[config.mk]
export PLATFORM = sky130hd
export DESIGN_NAME = fetch_unit
export DESIGN_NICKNAME = d
export VERILOG_FILES = /design/src/rtl/fetch_unit_pkg.sv /design/src/rtl/fetch_unit_pc_gen.sv /design/src/rtl/fetch_unit.sv
export SDC_FILE = /design/constraint.sdc
export NUM_CORES = 1
export LEC_CHECK = 0
export BUFFER_PORTS_ARGS = -buffer_cell sky130_fd_sc_hd__buf_2
export CORE_ASPECT_RATIO = 0.7
export CORE_MARGIN = 5
export CORE_UTILIZATION = 43
export DETAILED_ROUTE_END_ITERATION = 10
export GPL_TIMING_DRIVEN = 0
export PLACE_DENSITY = 0.77
export SYNTH_ARGS = -nofsm -noshare
export SYNTH_HDL_FRONTEND = slang
export SYNTH_HIERARCHICAL = 1
export SYNTH_SLANG_ARGS = --single-unit
[constraint.sdc]
create_clock -name clk -period 1.9 [get_ports clk]
set_clock_uncertainty 0.1 [all_clocks]
set_input_delay 0.19 -clock clk [delete_from_list [all_inputs] [get_ports clk]]
set_output_delay 0.19 -clock clk [all_outputs]
set_load 0.1 [all_outputs]
[src/rtl/fetch_unit_pkg.sv]
// Shared fetch-stage definitions: state encoding, NOP, reset PC and RV32 field positions.
package fetch_unit_pkg;

  typedef enum logic [1:0] {
    FETCH = 2'd0,
    WAIT  = 2'd1,
    HOLD  = 2'd2
  } fetch_state_t;

  localparam logic [31:0] NOP_INSTR        = 32'h0000_0013;
  localparam logic [31:0] RESET_PC_DEFAULT = 32'h0000_0000;

  localparam logic [6:0] OPCODE_LOAD   = 7'h03;
  localparam logic [6:0] OPCODE_OP_IMM = 7'h13;
  localparam logic [6:0] OPCODE_AUIPC  = 7'h17;
  localparam logic [6:0] OPCODE_STORE  = 7'h23;
  localparam logic [6:0] OPCODE_OP     = 7'h33;
  localparam logic [6:0] OPCODE_LUI    = 7'h37;
  localparam logic [6:0] OPCODE_BRANCH = 7'h63;
  localparam logic [6:0] OPCODE_JALR   = 7'h67;
  localparam logic [6:0] OPCODE_JAL    = 7'h6f;

  localparam int unsigned OPCODE_LSB = 0;
  localparam int unsigned OPCODE_MSB = 6;
  localparam int unsigned RD_LSB     = 7;
  localparam int unsigned RD_MSB     = 11;
  localparam int unsigned FUNCT3_LSB = 12;
  localparam int unsigned FUNCT3_MSB = 14;
  localparam int unsigned RS1_LSB    = 15;
  localparam int unsigned RS1_MSB    = 19;
  localparam int unsigned RS2_LSB    = 20;
  localparam int unsigned RS2_MSB    = 24;
  localparam int unsigned FUNCT7_LSB = 25;
  localparam int unsigned FUNCT7_MSB = 31;

endpackage

[src/rtl/fetch_unit_pc_gen.sv]
// Next-PC selection: sequential +4 (wrapping) or word-aligned branch target,
// with detection of a misaligned taken target.
module fetch_unit_pc_gen #(
  parameter int unsigned XLEN = 32
) (
  input  logic [XLEN-1:0] pc,
  input  logic            branch_taken,
  input  logic [XLEN-1:0] branch_target,
  output logic [XLEN-1:0] next_pc,
  output logic            misalign
);

  always_comb begin
    next_pc  = pc + XLEN'(4);
    misalign = 1'b0;
    if (branch_taken) begin
      next_pc  = {branch_target[XLEN-1:2], 2'b00};
      misalign = |branch_target[1:0];
    end
  end

endmodule

[src/rtl/fetch_unit.sv]
// Instruction fetch stage: single-outstanding imem reads, instruction latch
// with decoded fields, and PC advance/redirect on retire.
module fetch_unit
  import fetch_unit_pkg::*;
#(
  parameter int unsigned     XLEN     = 32,
  parameter logic [XLEN-1:0] RESET_PC = XLEN'(RESET_PC_DEFAULT)
) (
  input  logic            clk,
  input  logic            rst_n,
  output logic            imem_req,
  output logic [XLEN-1:0] imem_addr,
  input  logic            imem_ready,
  input  logic            imem_rvalid,
  input  logic [31:0]     imem_rdata,
  output logic            instr_valid,
  input  logic            instr_ready,
  output logic [31:0]     instr,
  output logic [XLEN-1:0] pc,
  output logic [6:0]      opcode,
  output logic [2:0]      funct3,
  output logic [6:0]      funct7,
  output logic [4:0]      rd,
  output logic [4:0]      rs1,
  output logic [4:0]      rs2,
  input  logic            branch_taken,
  input  logic [XLEN-1:0] branch_target,
  output logic            misalign_err
);

  fetch_state_t    state;
  logic [XLEN-1:0] next_pc;
  logic            misalign;

  fetch_unit_pc_gen #(.XLEN(XLEN)) u_pc_gen (
    .pc            (pc),
    .branch_taken  (branch_taken),
    .branch_target (branch_target),
    .next_pc       (next_pc),
    .misalign      (misalign)
  );

  // imem_req is registered so it stays low throughout reset; a handshake in
  // FETCH only counts once the request is actually visible on the port.
  always_ff @(posedge clk or negedge rst_n) begin
    if (!rst_n) begin
      state        <= FETCH;
      pc           <= RESET_PC;
      instr        <= NOP_INSTR;
      instr_valid  <= 1'b0;
      misalign_err <= 1'b0;
      imem_req     <= 1'b0;
    end else begin
      misalign_err <= 1'b0;
      case (state)
        FETCH: begin
          imem_req <= 1'b1;
          if (imem_req && imem_ready) begin
            imem_req <= 1'b0;
            state    <= WAIT;
          end
        end
        WAIT: begin
          if (imem_rvalid) begin
            instr       <= imem_rdata;
            instr_valid <= 1'b1;
            state       <= HOLD;
          end
        end
        HOLD: begin
          if (instr_ready) begin
            pc           <= next_pc;
            misalign_err <= misalign;
            instr_valid  <= 1'b0;
            imem_req     <= 1'b1;
            state        <= FETCH;
          end
        end
        default: begin
          imem_req <= 1'b0;
          state    <= FETCH;
        end
      endcase
    end
  end

  assign imem_addr = pc;
  assign opcode    = instr[OPCODE_MSB:OPCODE_LSB];
  assign rd        = instr[RD_MSB:RD_LSB];
  assign funct3    = instr[FUNCT3_MSB:FUNCT3_LSB];
  assign rs1       = instr[RS1_MSB:RS1_LSB];
  assign rs2       = instr[RS2_MSB:RS2_LSB];
  assign funct7    = instr[FUNCT7_MSB:FUNCT7_LSB];

endmodule
==> results of run 1 <==
## area by class of cell
cell class | count | area (µm²) | share of cell area [%]
multi-input cells | 227 | 1980 | 30.3
flip-flops and latches | 69 | 1810 | 27.7
repair buffers | 258 | 1530 | 23.4
plain buffers | 84 | 671 | 10.3
clock buffers | 10 | 239 | 3.66
well taps | 128 | 160 | 2.45
clock inverters | 6 | 134 | 2.05
inverters | 4 | 15.0 | 0.230
diodes | 1 | 2.50 | 0.0383
## worst register-to-register path: cells and delay by family, from the launching register on
family                   cells  cell delay, ps
flip-flops                   1             430
buffers and inverters        1             200
multiplexers                 1             160
adder cells (fa/ha/maj)      1             140
AND/OR/NAND/NOR              3             740
AO/OA/AOI/OAI                1             180
## cell usage after synthesis, types with 3 or more instances
master    count
mux2_4       29
buf_4        67
and2_1        3
nand2_1      26
xor2_1        9
and3_1        3
buf_6         3
or3_1         3
buf_2         4
and4_1        4
buf_12        3
dfrtp_1      66
nor2_1       20
o31ai_1      12
nand4_1       8
mux2_2       37
o211ai_1      3
or4_1        14
clkbuf_1      8
o21ai_0      15
nand3_1       9
dfstp_2       3
a31oi_1      14
inv_1         4
## kinds of logic (layout without fill, tap and decap cells)
kind of cell    Yosys count  after routing  share of synthesized area (%)
buf+inv                  90            362                           15.9
simple gates            101            101                           13.4
other cells               0              1                              0
fa+ha+maj                 1              1                          0.295
xor+xnor                 11             11                           2.27
compound gates           48             48                           7.14
flops                    69             69                           40.8
mux                      66             66                           20.1
## flip-flops by register name, summed over array words and instances, names as in the netlist
| register | cells |
|---|---|
| imem_addr | 32 |
| misalign_err | 1 |
| instr | 32 |
| imem_req | 1 |
| instr_valid | 1 |
| state | 2 |
## worst paths after layout
path                                 end  slack (ps)
hold / removal                 instr[26]          10
setup reg to reg           imem_addr[30]        -100
setup / recovery           imem_addr[30]        -100
hold reg to reg                 state[0]         410
min in group asynchronous  imem_addr[18]         420
max in group asynchronous   imem_addr[4]         590
## metal layers
layer	part of all wire, %	GRT usage (%)	wire length, µm
met4	1.6	6.29	198
met2	50	33.7	6250
met1	41	26.1	5180
met5	0	0	0
met3	7.5	4.74	945
## repair_timing
item	in CTS	in global routing
gates cloned	3	0
hold buffers	31	0
endpoints found under the setup margin	15	17
buffers inserted	18	6
endpoints found under the hold margin	96	0
resized for setup	11	19
pin swaps	9	12
## per-stage QoR
stage	cell area [µm²]	utilization, %	hold WS (ps)
finish	6540	67.7	14.1
global route	6540	67.7	9.13
CTS	6410	66.4	4.76
detailed placement	5540	57.4	275
global placement	5540	57.4	321
floorplan	4380	-	-206
==> results.toml, run 1 <==
[run_status]
outcome = "finished, violations left"
violations = "setup timing"

[setup_path]
cp_num_cells = 7
reg2regPathDepth = 7
max_stage_delay_ps = 430
crit_path_end_kind = "flip-flop"
cp.arrival_ps = 2170
crit_chain = "ha_4 > and2_4 > nand4_4 > buf_6 > or4_4 > a31oi_1 > mux2_4"
cp_top_family = "simple AND/OR/NAND/NOR gates"
slowest_stage = "dfrtp_4"
worstPathMaxFanout = 6
critPathKind = "flip-flop to flip-flop"
reg2reg_from = "imem_addr[2]"
required_ps = 2070
crit_buf_inv = 1
start_kind = "flip-flop"
setup.worst_path.start = "imem_addr[2]"

[detailed_routing]
viasPerCell = 5.00
drc_errors = 0
wl_per_cell_um = 16.0
ant_nets = 0
drt_wl_total_um = 12600
drt_first_iter_violations = 265
num_vias = 3934
drtPass1Iterations = 5

[floorplanning]
die_x_um = 129
die_h_um = 93.1
pin_count = 201
rows = 30
die_area_um2 = 12000
coreArea_um2 = 9650
start_util_pct = 43.9

[sta]
fin_tns_setup_ps = -834
clock.fmax_mhz = 499
max_slew_margin_pct = 41.4
setup_viol = 17
slew_viol_final = 0
hold_viol = 0
rsz0062_at_grt = "yes"
finalCriticalPeriod_ps = 2000
fin_ws_ps = -102
fin_crit_sh_pct = 105
tightest_slew_ps = 879

[cts]
clock-sinks = 69
clock_latency_ps = 330
htree_levels = 3
clockRootBuffer = "clkbuf_16"
path_clk_slew_ps = 60
cts_made_buffers = 9
tritoncts = "yes"
clk_path_buf_depth = 2

[synthesis]
avgSynthCellArea_um2 = 11.0
synth.area.top_cells = "dfrtp_1 (39%), buf_4 (12%), mux2_4 (10%)"
synth.top_cell.area_share_pct = 39.0
syn_inst = 386
yosysSeqAreaShare_pct = 40.8
ys_ff_latch = 69
async_flop_share_pct = 100
synthDistinctLibCells = 39
yosysWarnings = 6
synth_edf_count = 0
synth_nets = 457
synth_top_area_cell = "dfrtp_1"
synth_ff_type = "dfrtp_1"
netlist_area_um2 = 4240

[placement]
dp_slack_ps = -188
globalplace.congestion = 0.855
port_buffers = 200
dp_hpwl_um = 8520
dp_cells = 714

[grt]
grt_overflow = 0
antenna_found_initial = 1
first_global_vias = 3946
grt_pass1_wl_um = 19500
groute.usage.overall_pct = 20.2
grt_max_degree = 70

[min_path]
worstHoldPathType = "input port to flip-flop"
hold_start = "imem_rdata[26]"
min_path_cells = 2

[final_layout]
final_common_cell = "buf_2"
drive_gt1_share_pct = 67.0
syn_to_final_growth_pct = 54.2
mostFrequentLayoutCells = "buf_2 (201), buf_4 (89), dfrtp_1 (40)"
instances_no_fill = 787
final.fill_count = 738
layout.nets = 724

[run]
drv_cap = 0
Power of run 1 is not shown: default switching activity piles up to over one toggle a cycle in this logic, so the estimate is an artifact.
==> inputs of run 2 (changes only) <==
CORE_UTILIZATION = 44   (was 43)
CTS_BUF_LIST = sky130_fd_sc_hd__clkbuf_4 sky130_fd_sc_hd__clkbuf_8   (was default)
PLACE_DENSITY = 0.78   (was 0.77)
==> run 2 against run 1 <==
The run still ends with setup timing left. Sequential share of layout area is 0.82 points higher. Sequential cell count stayed put. Die area is 2.1% lower. Setup slack worse by 7.7 ps. Worst hold slack better by 38 ps.
==> results.toml, run 2 (same netlist as run 1, synthesis figures left out) <==
[run_status]
violations = "setup timing"
outcome = "finished, violations left"

[grt]
grt_max_degree = 70
antenna_found_initial = 0
grt_overflow = 0
first_global_vias = 3932
groute.usage.overall_pct = 21.8
grt_pass1_wl_um = 20600

[sta]
setup_viol = 12
clock.fmax_mhz = 497
hold_viol = 0
tightest_slew_ps = 900
fin_crit_sh_pct = 106
slew_viol_final = 0
fin_ws_ps = -110
finalCriticalPeriod_ps = 2010
rsz0062_at_grt = "yes"
max_slew_margin_pct = 40.0

[final_layout]
layout.nets = 728
drive_gt1_share_pct = 65.9
n_antenna_cell = 0
mostFrequentLayoutCells = "buf_2 (201), buf_4 (89), dfrtp_1 (40)"
final_common_cell = "buf_2"
final.fill_count = 727
syn_to_final_growth_pct = 49.8

[floorplanning]
die_h_um = 92.1
pin_count = 201
start_util_pct = 44.4
die_area_um2 = 11700
die_x_um = 127
rows = 30
coreArea_um2 = 9530

[placement]
globalplace.congestion = 0.860
port_buffers = 200
dp_slack_ps = -201
dp_hpwl_um = 8650

[cts]
htree_levels = 3
path_clk_slew_ps = 80
clk_path_buf_depth = 2
clock_latency_ps = 340
clockRootBuffer = "clkbuf_8"
cts_made_buffers = 9
clock-sinks = 69
tritoncts = "yes"

[detailed_routing]
drc_errors = 0
wl_per_cell_um = 16.7
drtPass1Iterations = 5
drt_first_iter_violations = 222
ant_nets = 0
viasPerCell = 4.97
num_vias = 3930
drt_wl_total_um = 13200

[setup_path]
cp.arrival_ps = 2180
critPathKind = "flip-flop to flip-flop"
crit_path_end_kind = "flip-flop"
start_kind = "flip-flop"
required_ps = 2070
worstPathMaxFanout = 5

[min_path]
worstHoldPathType = "input port to flip-flop"

[run]
drv_cap = 0
-- run 2: changes by cell type in the layout (fill, tap and decap cells not counted), moves of 2 or more --
| cell | previous run | this run |
|---|---|---|
| buf_8 | 0 | 2 |
| bufinv_16 | 4 | 0 |
| clkbuf_16 | 9 | 0 |
| clkbuf_8 | 2 | 10 |
| clkinv_2 | 1 | 3 |
| dlygate4sd3_1 | 31 | 33 |
| inv_6 | 0 | 2 |
| o31ai_1 | 6 | 10 |
| o31ai_2 | 5 | 2 |
-- run 2: path summary, 6_finish.rpt --
path,start,end,slack (ps),depth (start not counted)
setup / recovery,imem_addr[3],imem_addr[30],-110,7
hold / removal,imem_rvalid,state[0],50,3
setup reg to reg,imem_addr[3],imem_addr[30],-110,7
hold reg to reg,state[1],state[0],400,1
max in group asynchronous,rst_n,imem_addr[8],570,2
min in group asynchronous,rst_n,instr[31],400,2
-- run 2: worst max-delay path: stages, from the launching register on --
cell	delay, ps
dfrtp_4	440
ha_4	140
and2_4	160
nand4_4	150
buf_6	180
or4_1	410
a31oi_1	210
mux2_4	170
-- run 2: cell type report --
type	count	area, µm²	area share (%)
plain buffers	85	682	10.7
clock buffers	9	124	1.95
clock inverters	7	48.8	0.769
inverters	4	15.0	0.237
multi-input cells	227	1940	30.5
flip-flops and latches	69	1810	28.5
well taps	128	160	2.52
repair buffers	261	1570	24.8
-- run 2: through the flow --
step / hold WS [ps] / setup TNS [ps] / std cells / util [%] / instance area (µm²)
detailed placement: 264 / -1800 / 714 / 58.1 / 5540
CTS: 23.1 / -405 / 784 / 65.4 / 6230
finish: 51.8 / -769 / 790 / 66.6 / 6350
global route: 42.4 / -1540 / 790 / 66.6 / 6350
global placement: 325 / -1830 / 714 / 58.1 / 5540
floorplan: -206 / -3530 / 386 / - / 4380
-- run 2: routing by layer --
metal | vias up | GRT usage, % | share of wire (%)
met5 | - | 0 | 0
met4 | 0 | 6.25 | 1.5
met3 | 19 | 4.54 | 7.7
met2 | 180 | 36.9 | 49
met1 | 1882 | 28.2 | 42
li1 | 1849 | - | -
-- run 2: what timing repair did --
item,CTS,global route
hold buffers,33,0
buffers inserted,20,5
pin swaps,10,11
gates resized for setup,9,13
hold endpoints to repair,98,0
setup endpoints to repair,15,18
cloned,2,1
Power of run 2 is left out for the same reason.
